File: src/rtl/max7219_rx_pkg.sv
// Shared constants for the MAX7219 receiver: register addresses and frame length.
package max7219_pkg;
  localparam logic [3:0] ADDR_NOOP      = 4'h0;
  localparam logic [3:0] ADDR_DIGIT0    = 4'h1;
  localparam logic [3:0] ADDR_DIGIT1    = 4'h2;
  localparam logic [3:0] ADDR_DIGIT2    = 4'h3;
  localparam logic [3:0] ADDR_DIGIT3    = 4'h4;
  localparam logic [3:0] ADDR_DIGIT4    = 4'h5;
  localparam logic [3:0] ADDR_DIGIT5    = 4'h6;
  localparam logic [3:0] ADDR_DIGIT6    = 4'h7;
  localparam logic [3:0] ADDR_DIGIT7    = 4'h8;
  localparam logic [3:0] ADDR_DECODE    = 4'h9;
  localparam logic [3:0] ADDR_INTENSITY = 4'hA;
  localparam logic [3:0] ADDR_SCANLIM   = 4'hB;
  localparam logic [3:0] ADDR_SHUTDOWN  = 4'hC;
  localparam logic [3:0] ADDR_TEST      = 4'hF;
  localparam logic [4:0] FRAME_BITS     = 5'd16;
endpackage

File: src/rtl/max7219_rx_if.sv
// Serial MAX7219 link: DIN, CLK and LOAD from the driver, cascade DOUT back.
interface max7219_rx_if;
  logic leds_in;
  logic leds_clk;
  logic leds_cs;
  logic leds_dout;

  modport master (output leds_in, output leds_clk, output leds_cs, input leds_dout);
  modport slave  (input leds_in, input leds_clk, input leds_cs, output leds_dout);
endinterface

File: src/rtl/max7219_rx_sync_edge.sv
// Multi-stage synchronizer with one extra register for rise/fall detection.
module sync_edge #(
  parameter int   SYNC_STAGES = 2,
  parameter logic RST_VAL     = 1'b0
) (
  input  logic clk,
  input  logic rst,
  input  logic d,
  output logic q,
  output logic rise,
  output logic fall
);
  logic [SYNC_STAGES-1:0] stages;
  logic                   prev;

  always_ff @(posedge clk or posedge rst) begin
    if (rst) begin
      stages <= {SYNC_STAGES{RST_VAL}};
      prev   <= RST_VAL;
    end else begin
      stages <= {stages[SYNC_STAGES-2:0], d};
      prev   <= stages[SYNC_STAGES-1];
    end
  end

  assign q    = stages[SYNC_STAGES-1];
  assign rise = q & ~prev;
  assign fall = ~q & prev;
endmodule

File: src/rtl/max7219_rx.sv
// MAX7219 serial receiver: shifts DIN on CLK rises, commits 16-bit frames on
// LOAD rise into a parallel register file, and replays overflow bits on DOUT.
module max7219_rx
  import max7219_pkg::*;
#(
  parameter int SYNC_STAGES = 2
) (
  input  logic                clk,
  input  logic                rst,
  max7219_rx_if.slave         bus,
  output logic [63:0]         digits,
  output logic [7:0]          decode_mode,
  output logic [3:0]          intensity,
  output logic [2:0]          scan_limit,
  output logic                shutdown,
  output logic                display_test,
  output logic                wr_strobe,
  output logic [3:0]          wr_addr,
  output logic [7:0]          wr_data,
  output logic                frame_error
);
  logic din_q, din_rise, din_fall;
  logic sclk_q, sclk_rise, sclk_fall;
  logic cs_q, cs_rise, cs_fall;

  logic [15:0] shreg;
  logic [4:0]  bitcnt;
  logic        dout_q;
  logic [3:0]  f_addr;
  logic [7:0]  f_data;
  logic [2:0]  dig_idx;

  sync_edge #(.SYNC_STAGES(SYNC_STAGES), .RST_VAL(1'b0)) u_din (
    .clk(clk), .rst(rst), .d(bus.leds_in), .q(din_q), .rise(din_rise), .fall(din_fall));
  sync_edge #(.SYNC_STAGES(SYNC_STAGES), .RST_VAL(1'b0)) u_sclk (
    .clk(clk), .rst(rst), .d(bus.leds_clk), .q(sclk_q), .rise(sclk_rise), .fall(sclk_fall));
  // LOAD resets high so releasing rst never looks like a commit edge.
  sync_edge #(.SYNC_STAGES(SYNC_STAGES), .RST_VAL(1'b1)) u_cs (
    .clk(clk), .rst(rst), .d(bus.leds_cs), .q(cs_q), .rise(cs_rise), .fall(cs_fall));

  assign f_addr  = shreg[11:8];
  assign f_data  = shreg[7:0];
  // Addresses 1..8 map to digits 0..7; address 8 wraps to index 7.
  assign dig_idx = f_addr[2:0] - 3'd1;
  assign bus.leds_dout = dout_q;

  always_ff @(posedge clk or posedge rst) begin
    if (rst) begin
      shreg        <= '0;
      bitcnt       <= '0;
      dout_q       <= 1'b0;
      digits       <= '0;
      decode_mode  <= '0;
      intensity    <= '0;
      scan_limit   <= '0;
      shutdown     <= 1'b1;
      display_test <= 1'b0;
      wr_strobe    <= 1'b0;
      wr_addr      <= '0;
      wr_data      <= '0;
      frame_error  <= 1'b0;
    end else begin
      wr_strobe   <= 1'b0;
      frame_error <= 1'b0;
      if (cs_rise) begin
        // cs_q is already high here, so a coincident CLK rise is dropped.
        if (bitcnt == FRAME_BITS) begin
          wr_strobe <= 1'b1;
          wr_addr   <= f_addr;
          wr_data   <= f_data;
          case (f_addr)
            ADDR_DIGIT0, ADDR_DIGIT1, ADDR_DIGIT2, ADDR_DIGIT3,
            ADDR_DIGIT4, ADDR_DIGIT5, ADDR_DIGIT6, ADDR_DIGIT7:
              digits[{dig_idx, 3'b000} +: 8] <= f_data;
            ADDR_DECODE:    decode_mode  <= f_data;
            ADDR_INTENSITY: intensity    <= f_data[3:0];
            ADDR_SCANLIM:   scan_limit   <= f_data[2:0];
            ADDR_SHUTDOWN:  shutdown     <= ~f_data[0];
            ADDR_TEST:      display_test <= f_data[0];
            default: ;
          endcase
        end else if (bitcnt != 5'd0) begin
          frame_error <= 1'b1;
        end
        bitcnt <= '0;
      end else if (cs_fall) begin
        bitcnt <= '0;
      end else if (sclk_rise && !cs_q) begin
        dout_q <= shreg[15];
        shreg  <= {shreg[14:0], din_q};
        if (bitcnt != FRAME_BITS) bitcnt <= bitcnt + 5'd1;
      end
    end
  end

  logic unused_edges;
  assign unused_edges = din_rise ^ din_fall ^ sclk_q ^ sclk_fall;
endmodule
File: src/flat_wrapper.sv
// flat-port wrapper written by rule: the top's interface ports become plain ports
module max7219_rx_flat import max7219_pkg::*;
#(
  parameter int SYNC_STAGES = 2
)
  (clk, rst, digits, decode_mode, intensity, scan_limit, shutdown, display_test, wr_strobe, wr_addr, wr_data, frame_error, bus_leds_in, bus_leds_clk, bus_leds_cs, bus_leds_dout);
  max7219_rx_if bus_i ();
  input  logic clk;
  input  logic rst;
  output logic [63:0] digits;
  output logic [7:0] decode_mode;
  output logic [3:0] intensity;
  output logic [2:0] scan_limit;
  output logic shutdown;
  output logic display_test;
  output logic wr_strobe;
  output logic [3:0] wr_addr;
  output logic [7:0] wr_data;
  output logic frame_error;
  input wire logic [$bits(bus_i.leds_in)-1:0] bus_leds_in;
  input wire logic [$bits(bus_i.leds_clk)-1:0] bus_leds_clk;
  input wire logic [$bits(bus_i.leds_cs)-1:0] bus_leds_cs;
  output wire logic [$bits(bus_i.leds_dout)-1:0] bus_leds_dout;
  assign bus_i.leds_in = bus_leds_in;
  assign bus_i.leds_clk = bus_leds_clk;
  assign bus_i.leds_cs = bus_leds_cs;
  assign bus_leds_dout = bus_i.leds_dout;
  max7219_rx #(.SYNC_STAGES(SYNC_STAGES)) u_core (.clk(clk), .rst(rst), .bus(bus_i), .digits(digits), .decode_mode(decode_mode), .intensity(intensity), .scan_limit(scan_limit), .shutdown(shutdown), .display_test(display_test), .wr_strobe(wr_strobe), .wr_addr(wr_addr), .wr_data(wr_data), .frame_error(frame_error));
endmodule
File: config.mk
export PLATFORM = sky130hd
export DESIGN_NAME = max7219_rx_flat
export DESIGN_NICKNAME = d
export VERILOG_FILES = /design/src/rtl/max7219_rx_pkg.sv /design/src/rtl/max7219_rx_if.sv /design/src/rtl/max7219_rx_sync_edge.sv /design/src/rtl/max7219_rx.sv /design/src/flat_wrapper.sv
export SDC_FILE = /design/constraint.sdc
export NUM_CORES = 1
export LEC_CHECK = 0
export CAP_MARGIN = 20
export CORE_UTILIZATION = 47
export DETAILED_ROUTE_END_ITERATION = 7
export GPL_ROUTABILITY_DRIVEN = 0
export PLACE_DENSITY = 0.76
export RECOVER_POWER = 25
export SYNTH_ARGS = -nofsm -noshare
export SYNTH_HDL_FRONTEND = slang
export SYNTH_HIERARCHICAL = 1
export SYNTH_SLANG_ARGS = --single-unit
File: constraint.sdc
create_clock -name clk -period 3.33 [get_ports clk]
set_clock_uncertainty 0.15 [all_clocks]
set_input_delay 0.333 -clock clk [delete_from_list [all_inputs] [get_ports clk]]
set_output_delay 0.333 -clock clk [all_outputs]
set_load 0.005 [all_outputs]
# == After elaboration in Yosys (flattened, before gate mapping) ==
# Index checks and enable logic that the tools add are counted.
# op_classes
n_addsub,3
n_eq_ne,15
shifts,2
mux,10
bitwise,9
reduce_logical,15
# op_table
op,count
$bwmux 64,1
$shift 8x8->64 const A,1
$shiftx 8x8->64,1
$eq 4x4->1 const B,6
$reduce_and 3->1,7
$mux 5,4
$eq 4x3->1 const B,4
$eq 4x2->1 const B,2
$neg 6->8,1
$reduce_or 8->1,1
$not 1->1,6
$reduce_bool 3->1,2
$add 5x1->5 const B,1
$eq 5x5->1 const B,1
$mux 1,5
$ne 5x5->1 const B,1
$reduce_bool 5->1,1
$eq 4x1->1 const B,1
$reduce_and 2->1,2
$and 1x1->1,3
$sub 3x1->3 const B,1
$logic_and 1x1->1,1
$logic_not 1->1,1
# word_totals
reg_bits,125
in_bits,5
output_inout_bits,96

# == Logic depth before layout (Yosys ltp) ==
# Gate-level depths: netlist (run 1).
# depth
ltp_word,6
ltp_mapped,9

# == Hierarchy ==
# Netlist (run 1), hierarchy kept.
# modules_own_cells
mod,n_inst,cells_each,area_per_inst_um2
max7219_rx,1,365,5078.6
sync_edge (u_core.u_din ...),2,6,93.8
sync_edge (u_core.u_cs),1,6,97.6

# == Worst setup path after synthesis (run 1) ==
# No wires, ideal clock.
# synth_path
kind,register to register
startpoint,register u_core.shreg[8]
endpoint,register u_core.digits[40]
setup_ps,125
t_arrival_ps,2475
t_required_ps,3055
setup_slack_ps,580
path_stages_with_launch,9
path_buffers,1
period_less_slack_ps,2750
path_cell_list,dfrtp_1 > inv_1 > ha_1 > xnor2_1 > ha_1 > nand2b_1 > or4b_4 > buf_6 > mux2_4
# synth_between
elab_chain_len,4
# synth_lines
element,line_no,text
"start, declared",max7219_rx.sv:26,logic [15:0] shreg;
"start signal, assigned",max7219_rx.sv:90,"shreg <= {shreg[14:0], din_q};"
$sub 3x1->3,max7219_rx.sv:44,assign dig_idx = f_addr[2:0] - 3'd1;
$neg 6->8,max7219_rx.sv:74,"digits[{dig_idx, 3'b000} +: 8] <= f_data;"
$shiftx 8x8->64 or $shift 8x8->64 (tied branches),max7219_rx.sv:74,
$bwmux 64,max7219_rx.sv:74,
"end signal, assigned by index",max7219_rx.sv:74,
"end, declared",max7219_rx.sv:11,"output logic [63:0] digits,"
# Several ways; a longest one is shown, not always the timed one.
# A chain may end at the register's enable or synchronous reset.

# == Worst setup path after layout (run 1) ==
# layout_path
startpoint,register u_core.shreg[8]
endpoint,register u_core.digits[45]
# The elaborated chain is that of the path after synthesis.

==> summary.md, run 1 <==
| Metric | Value |
|---|---|
| Status | finished with violations |
| Failing checks | max-capacitance violations, max-slew violations |
| Max_slew headroom | -9.72% |
| H-tree levels | 4 |
| Post-Route WL | 11200 µm |
| Fin area | 6970 µm² |
| Starting Density | 48.6% |
| Die Span X | 108 µm |
| Max-slew violations | 69 |
| Area grow syn2layout | 31.0% |
| I/O Pins | 101 |
| Post-CTS sizing | 0 |
| Detailed Routing Iterations Pass 1 | 4 |
| LEAKAGE | 3.37 nW |
| CP arrival | 3.19 ns |
| Dpl hpwl | 7540 µm |
| Die Span Y | 108 µm |
| Crit share post-route | 91.7% |
| Clk_lat worst skew | 0.41 ns |
| Row count | 38 |
| # DRC | 0 |
| Peak VDD IR | 0.311 mV |
| Critical path class | reg -> reg |
| Largest net degree at the start of global routing | 69 |
| Fraction of final layout cells with drive strength greater than 1 | 28.0% |
| Core box area | 10900 µm² |
| Fmax | 328 MHz |
| Setup TNS | 0 ns |
| Crit path capture type | flip-flop |
| Die ar. | 11700 µm² |
| CTS root buffer | clkbuf_16 |
| CP max FO | 9 |
| Clk buf depth | 2 |
| CP max-delay cell | or4b_4 |
| Post-synthesis net count | 394 |
| MaxCap Viol Count | 1 |
| Actual slew at the worst max-slew pin | 1.65 ns |
| CP cell instances | inv_1 > ha_1 > xnor2_1 > ha_1 > nand2b_1 > or4b_4 > mux2_4 |
| # Post-CTS Setup Buffers | 0 |
| Worst setup SP type | flip-flop |
| Final nets | 502 |
| CP max stage delay | 0.59 ns |
| CP dominant cell by count | ha_1 |
| Initial antenna violation count | 0 |
| Initial drt markers | 122 |
| Post-Place Cell Area | 6420 µm² |
| YS warnings | 6 |
| Overflow after GRT | 0 |
| Gr usage total | 21.3% |
| RSZ-0062 raised after global routing | no |
| Gate Count Post-Synth | 379 |
| Fillers | 831 |
| # clock sinks | 125 |
| Cell area after synthesis | 5320 µm² |
| Hold Fails Final Rpt | 0 |
| Setup violators final | 0 |
| Power Dens Cells | 498 nW/µm² |
| Vias in the first global route | 3397 |
| Avg Vias per Cell | 5.15 |
| Final ANT Viol Nets | 0 |
| TritonCTS buffer count | 17 |
| Clock-pin transition on the worst setup and hold timing paths | 0.05 ns |
| Fin crit period | 3.05 ns |
| Hold Buf Count CTS | 0 |
| CP required | 3.47 ns |
| Wire per inst | 17.5 µm |
| Vias | 3294 |
| First-pass GRT wire length | 18200 µm |
| Avg Synthesized Cell Area | 14.0 µm² |
| Hold Path Class | in -> async |
| Layout Utilization | 63.7% |
| TritonCTS clock tree | yes |
| N_diodes | 0 |
| Port Buffers | 100 |
[through the flow]
step	std cells	power (mW)	worst slack, ns	hold slack, ns
final	640	3.47	0.278	0.134
after global routing	640	3.61	0.114	0.140
after CTS	640	3.52	0.325	0.0350
after detailed placement	608	1.83	0.329	0.187
after global placement	608	1.83	0.463	0.188
after floorplan	379	1.74	0.580	-0.0758
[sequential cells by signal (all words and copies together), names as in the netlist, 3 cells and up]
| name | count |
|---|---|
| u_core/shreg | 16 |
| u_core/decode_mode | 8 |
| u_core/wr_data | 8 |
| u_core/bitcnt | 5 |
| u_core/scan_limit | 3 |
| u_core/digits | 64 |
| u_core/intensity | 4 |
| u_core/wr_addr | 4 |
[power by group]
group          internal [mW]  switching (mW)  total, mW
Combinational         0.0546          0.0665      0.121
Clock                   1.03           0.644       1.67
Sequential              1.55           0.125       1.68
Total                   2.64           0.836       3.47
[path summary, 6_finish.rpt]
check / start / to / slack [ns] / cells past startpoint
max in group asynchronous: rst / u_core/digits[50]$_DFFE_PP0P_ / 0.95 / 3
min: rst / u_core/u_din/stages[1]$_DFF_PP0_ / 0.13 / 2
max reg2reg: u_core/shreg[8]$_DFFE_PP0P_ / u_core/digits[45]$_DFFE_PP0P_ / 0.28 / 7
min in group clk: u_core/u_din/stages[0]$_DFF_PP0_ / u_core/u_din/stages[1]$_DFF_PP0_ / 0.19 / 0
max: u_core/shreg[8]$_DFFE_PP0P_ / u_core/digits[45]$_DFFE_PP0P_ / 0.28 / 7
min reg2reg: u_core/u_din/stages[0]$_DFF_PP0_ / u_core/u_din/stages[1]$_DFF_PP0_ / 0.19 / 0
[worst max-delay path, delay by kind of cell (launching register included)]
family | cells | cell delay, ns
and+or+nand+nor | 2 | 0.77
muxes | 1 | 0.33
xor gates and xnor gates | 1 | 0.30
DFF | 1 | 0.50
buffers and inverters | 1 | 0.19
adders and majority gates | 2 | 0.68
[cells in the final DEF, fill, tap and decap left out, types with 5 or more instances in the layout]
master and n:
mux2_4 32, dfrtp_1 121, clkinvlp_4 5, o21ai_0 7
ha_1 10, and2_1 24, nor2_1 9, nand2_1 41
inv_1 10, mux2_2 60, clkdlybuf4s50_1 96, clkbuf_16 17
[metal layers]
layer / up-vias / share of wire, % / GRT usage [%]
li1: 1514 / - / -
met1: 1674 / 46 / 28.3
met2: 91 / 47 / 31.9
met3: 15 / 5.4 / 6.57
met4: 0 / 1.8 / 9.75
met5: - / 0 / 0
[area by class of cell]
type	count	area, µm²	share of cell area, %
sequential	125	3130	45.0
multi-input combinational	226	2030	29.1
timing repair buffer	105	1030	14.8
clock buffer	23	488	7.01
tap	140	175	2.51
clock inverter	9	61.3	0.880
inverter	12	46.3	0.665
Power figures use the tool's default switching activity.
==> run 2, diff against run 1 <==
- RECOVER_POWER: 25 -> 100
==> run 2 against run 1 <==
  * The run still ends with max-capacitance violations, max-slew violations left
  * Largest power group unchanged
  * Critical endpoint is now u_core/digits[7]$_DFFE_PP0P_
  * Power is essentially flat
  * Setup slack got worse by 0.0089 ns
  * Die area did not move
  * Critical path type unchanged
==> summary.md, run 2 (synthesis results as in run 1) <==
| Metric | Value |
|---|---|
| I/O Pins | 101 (unchanged) |
| Fin crit period | 3.06 ns (+0.00887 ns) |
| N_diodes | 0 (unchanged) |
| Critical path class | reg -> reg |
| Setup TNS | 0 ns (unchanged) |
| Initial drt markers | 132 (+8.2%) |
| Setup violators final | 0 (unchanged) |
| Max_slew headroom | -9.72% (about the same) |
| TritonCTS buffer count | 17 (unchanged) |
| Peak VDD IR | 0.312 mV (+0.36%) |
| Sw frac | 24.2% (+0.071 points) |
| Vias | 3304 (+0.30%) |
| Power Dens Cells | 507 nW/µm² (+1.7%) |
| Fillers | 872 (+4.9%) |
| Die Span Y | 108 µm (unchanged) |
| Avg Vias per Cell | 5.16 (+0.30%) |
| Hold Fails Final Rpt | 0 (unchanged) |
| Die Span X | 108 µm (unchanged) |
| Worst setup SP type | flip-flop |
| Max-slew violations | 69 (unchanged) |
| Gr usage total | 21.3% (unchanged) |
| Area grow syn2layout | 28.9% |
| Crit path capture type | flip-flop |
| Layout Utilization | 62.6% (-1.1 points) |
| Dpl hpwl | 7540 µm (unchanged) |
| Largest net degree at the start of global routing | 69 (unchanged) |
| CP required | 3.47 ns (about the same) |
| Starting Density | 48.6% (unchanged) |
| Actual slew at the worst max-slew pin | 1.65 ns (-0.0000608 ns) |
| Fraction of final layout cells with drive strength greater than 1 | 21.6% (-6.4 points) |
| Final Power | 3.47 mW (about the same) |
| Reg power frac | 48.4% (about the same) |
| Row count | 38 (unchanged) |
| Largest Register | u_core/digits |
| CP arrival | 3.20 ns (about the same) |
| # DRC | 0 (unchanged) |
| Met2 GRT Util | 31.9% (unchanged) |
| H-tree levels | 4 (unchanged) |
| Clk_lat worst skew | 0.41 ns (about the same) |
| # Post-CTS Setup Buffers | 0 (unchanged) |
| RSZ-0062 raised after global routing | no |
| Port Buffers | 100 (unchanged) |
| LEAKAGE | 3.64 nW (+7.8%) |
| Fin area | 6850 µm² (-1.7%) |
| Wire per inst | 17.6 µm (+0.45%) |
| Post-CTS sizing | 0 (unchanged) |
| CP max FO | 14 (+5) |
| TritonCTS clock tree | yes |
| Status | finished with violations |
| Hold Buf Count CTS | 0 (unchanged) |
| Biggest regs | u_core/digits (64), u_core/shreg (16) |
| Clk buf depth | 2 (unchanged) |
| # clock sinks | 125 (unchanged) |
| CTS root buffer | clkbuf_16 |
| GR Layer Usage met3 | 6.57% (unchanged) |
| Core box area | 10900 µm² (unchanged) |
| Post-Route WL | 11300 µm (+0.45%) |
| Internal Power | 2.63 mW (about the same) |
| Initial antenna violation count | 0 (unchanged) |
| Leading cell type in the layout, fill and taps excluded | dfrtp_1 |
| Fin Hold WS | 0.131 ns (-0.00220 ns) |
| Hold Path Class | in -> async |
| Most frequent cells in the layout | dfrtp_1, dlygate4sd3_1, mux2_2, nand2_1, mux2_1 |
| Clock-pin transition on the worst setup and hold timing paths | 0.06 ns (about the same) |
| Overflow after GRT | 0 (unchanged) |
| Sw power | 0.839 mW (+0.35%) |
| Most used routing layer | met2 |
| Final ANT Viol Nets | 0 (unchanged) |
| Clock Power Share | 48.2% (about the same) |
| Max reg flops | 64 (unchanged) |
| GR met1 Demand/Resource | 28.3% (unchanged) |
| Failing checks | max-capacitance violations, max-slew violations |
| Final nets | 502 (unchanged) |
| Crit share post-route | 91.9% (+0.27 points) |
| Vias in the first global route | 3397 (unchanged) |
| Detailed Routing Iterations Pass 1 | 6 (+2) |
| Fmax | 327 MHz (-0.29%) |
| Post-Place Cell Area | 6420 µm² (unchanged) |
| Die ar. | 11700 µm² (unchanged) |
| First-pass GRT wire length | 18200 µm (unchanged) |
| Combinational share of power | 3.4% (about the same) |
| MaxCap Viol Count | 1 (unchanged) |
| Flop-to-flop setup slack | 0.27 ns (about the same) |
[run 2: worst max-delay path: stages (launching register included)]
cell and delay, ns:
dfrtp_1 0.42, inv_1 0.08, ha_1 0.20, and4bb_1 0.29, nand2_1 0.34, inv_1 0.45, nand4_1 0.54, mux2_2 0.46
[run 2: cell type report]
type | count | area, µm² | share of cell area (%)
flip-flops and latches | 125 | 3130 | 45.7
repair buffers | 105 | 1030 | 15.0
well taps | 140 | 175 | 2.56
clock buffers | 23 | 488 | 7.12
clock inverters | 9 | 61.3 | 0.895
multi-input cells | 226 | 1920 | 28.0
inverters | 12 | 46.3 | 0.676
[run 2: power groups by stage]
stage,Clock [mW],Sequential [mW],Combinational [mW]
detailed placement,0,1.71,0.126
global route,1.79,1.69,0.134
finish,1.68,1.68,0.118
floorplan,0,1.60,0.133
global placement,0,1.71,0.121
CTS,1.71,1.68,0.126
[run 2: worst paths after layout]
path	from	cells past startpoint	to
max in group asynchronous	rst	3	u_core/digits[50]$_DFFE_PP0P_
hold reg to reg	u_core/u_din/stages[0]$_DFF_PP0_	0	u_core/u_din/stages[1]$_DFF_PP0_
setup / recovery	u_core/bitcnt[0]$_DFFE_PP0P_	7	u_core/digits[7]$_DFFE_PP0P_
hold / removal	rst	2	u_core/u_din/stages[1]$_DFF_PP0_
setup reg to reg	u_core/bitcnt[0]$_DFFE_PP0P_	7	u_core/digits[7]$_DFFE_PP0P_
min in group clk	u_core/u_din/stages[0]$_DFF_PP0_	0	u_core/u_din/stages[1]$_DFF_PP0_
[run 2: metrics by stage]
step / worst slack (ns) / cells
after floorplan: 0.580 / 379
after global placement: 0.463 / 608
after CTS: 0.325 / 640
after detailed placement: 0.329 / 608
after global routing: 0.114 / 640
final: 0.269 / 640
[run 2: routing by layer]
layer,up-vias,wire [µm]
met3,14,568
met4,0,206
met5,-,0
met1,1685,5220
li1,1510,-
met2,95,5260
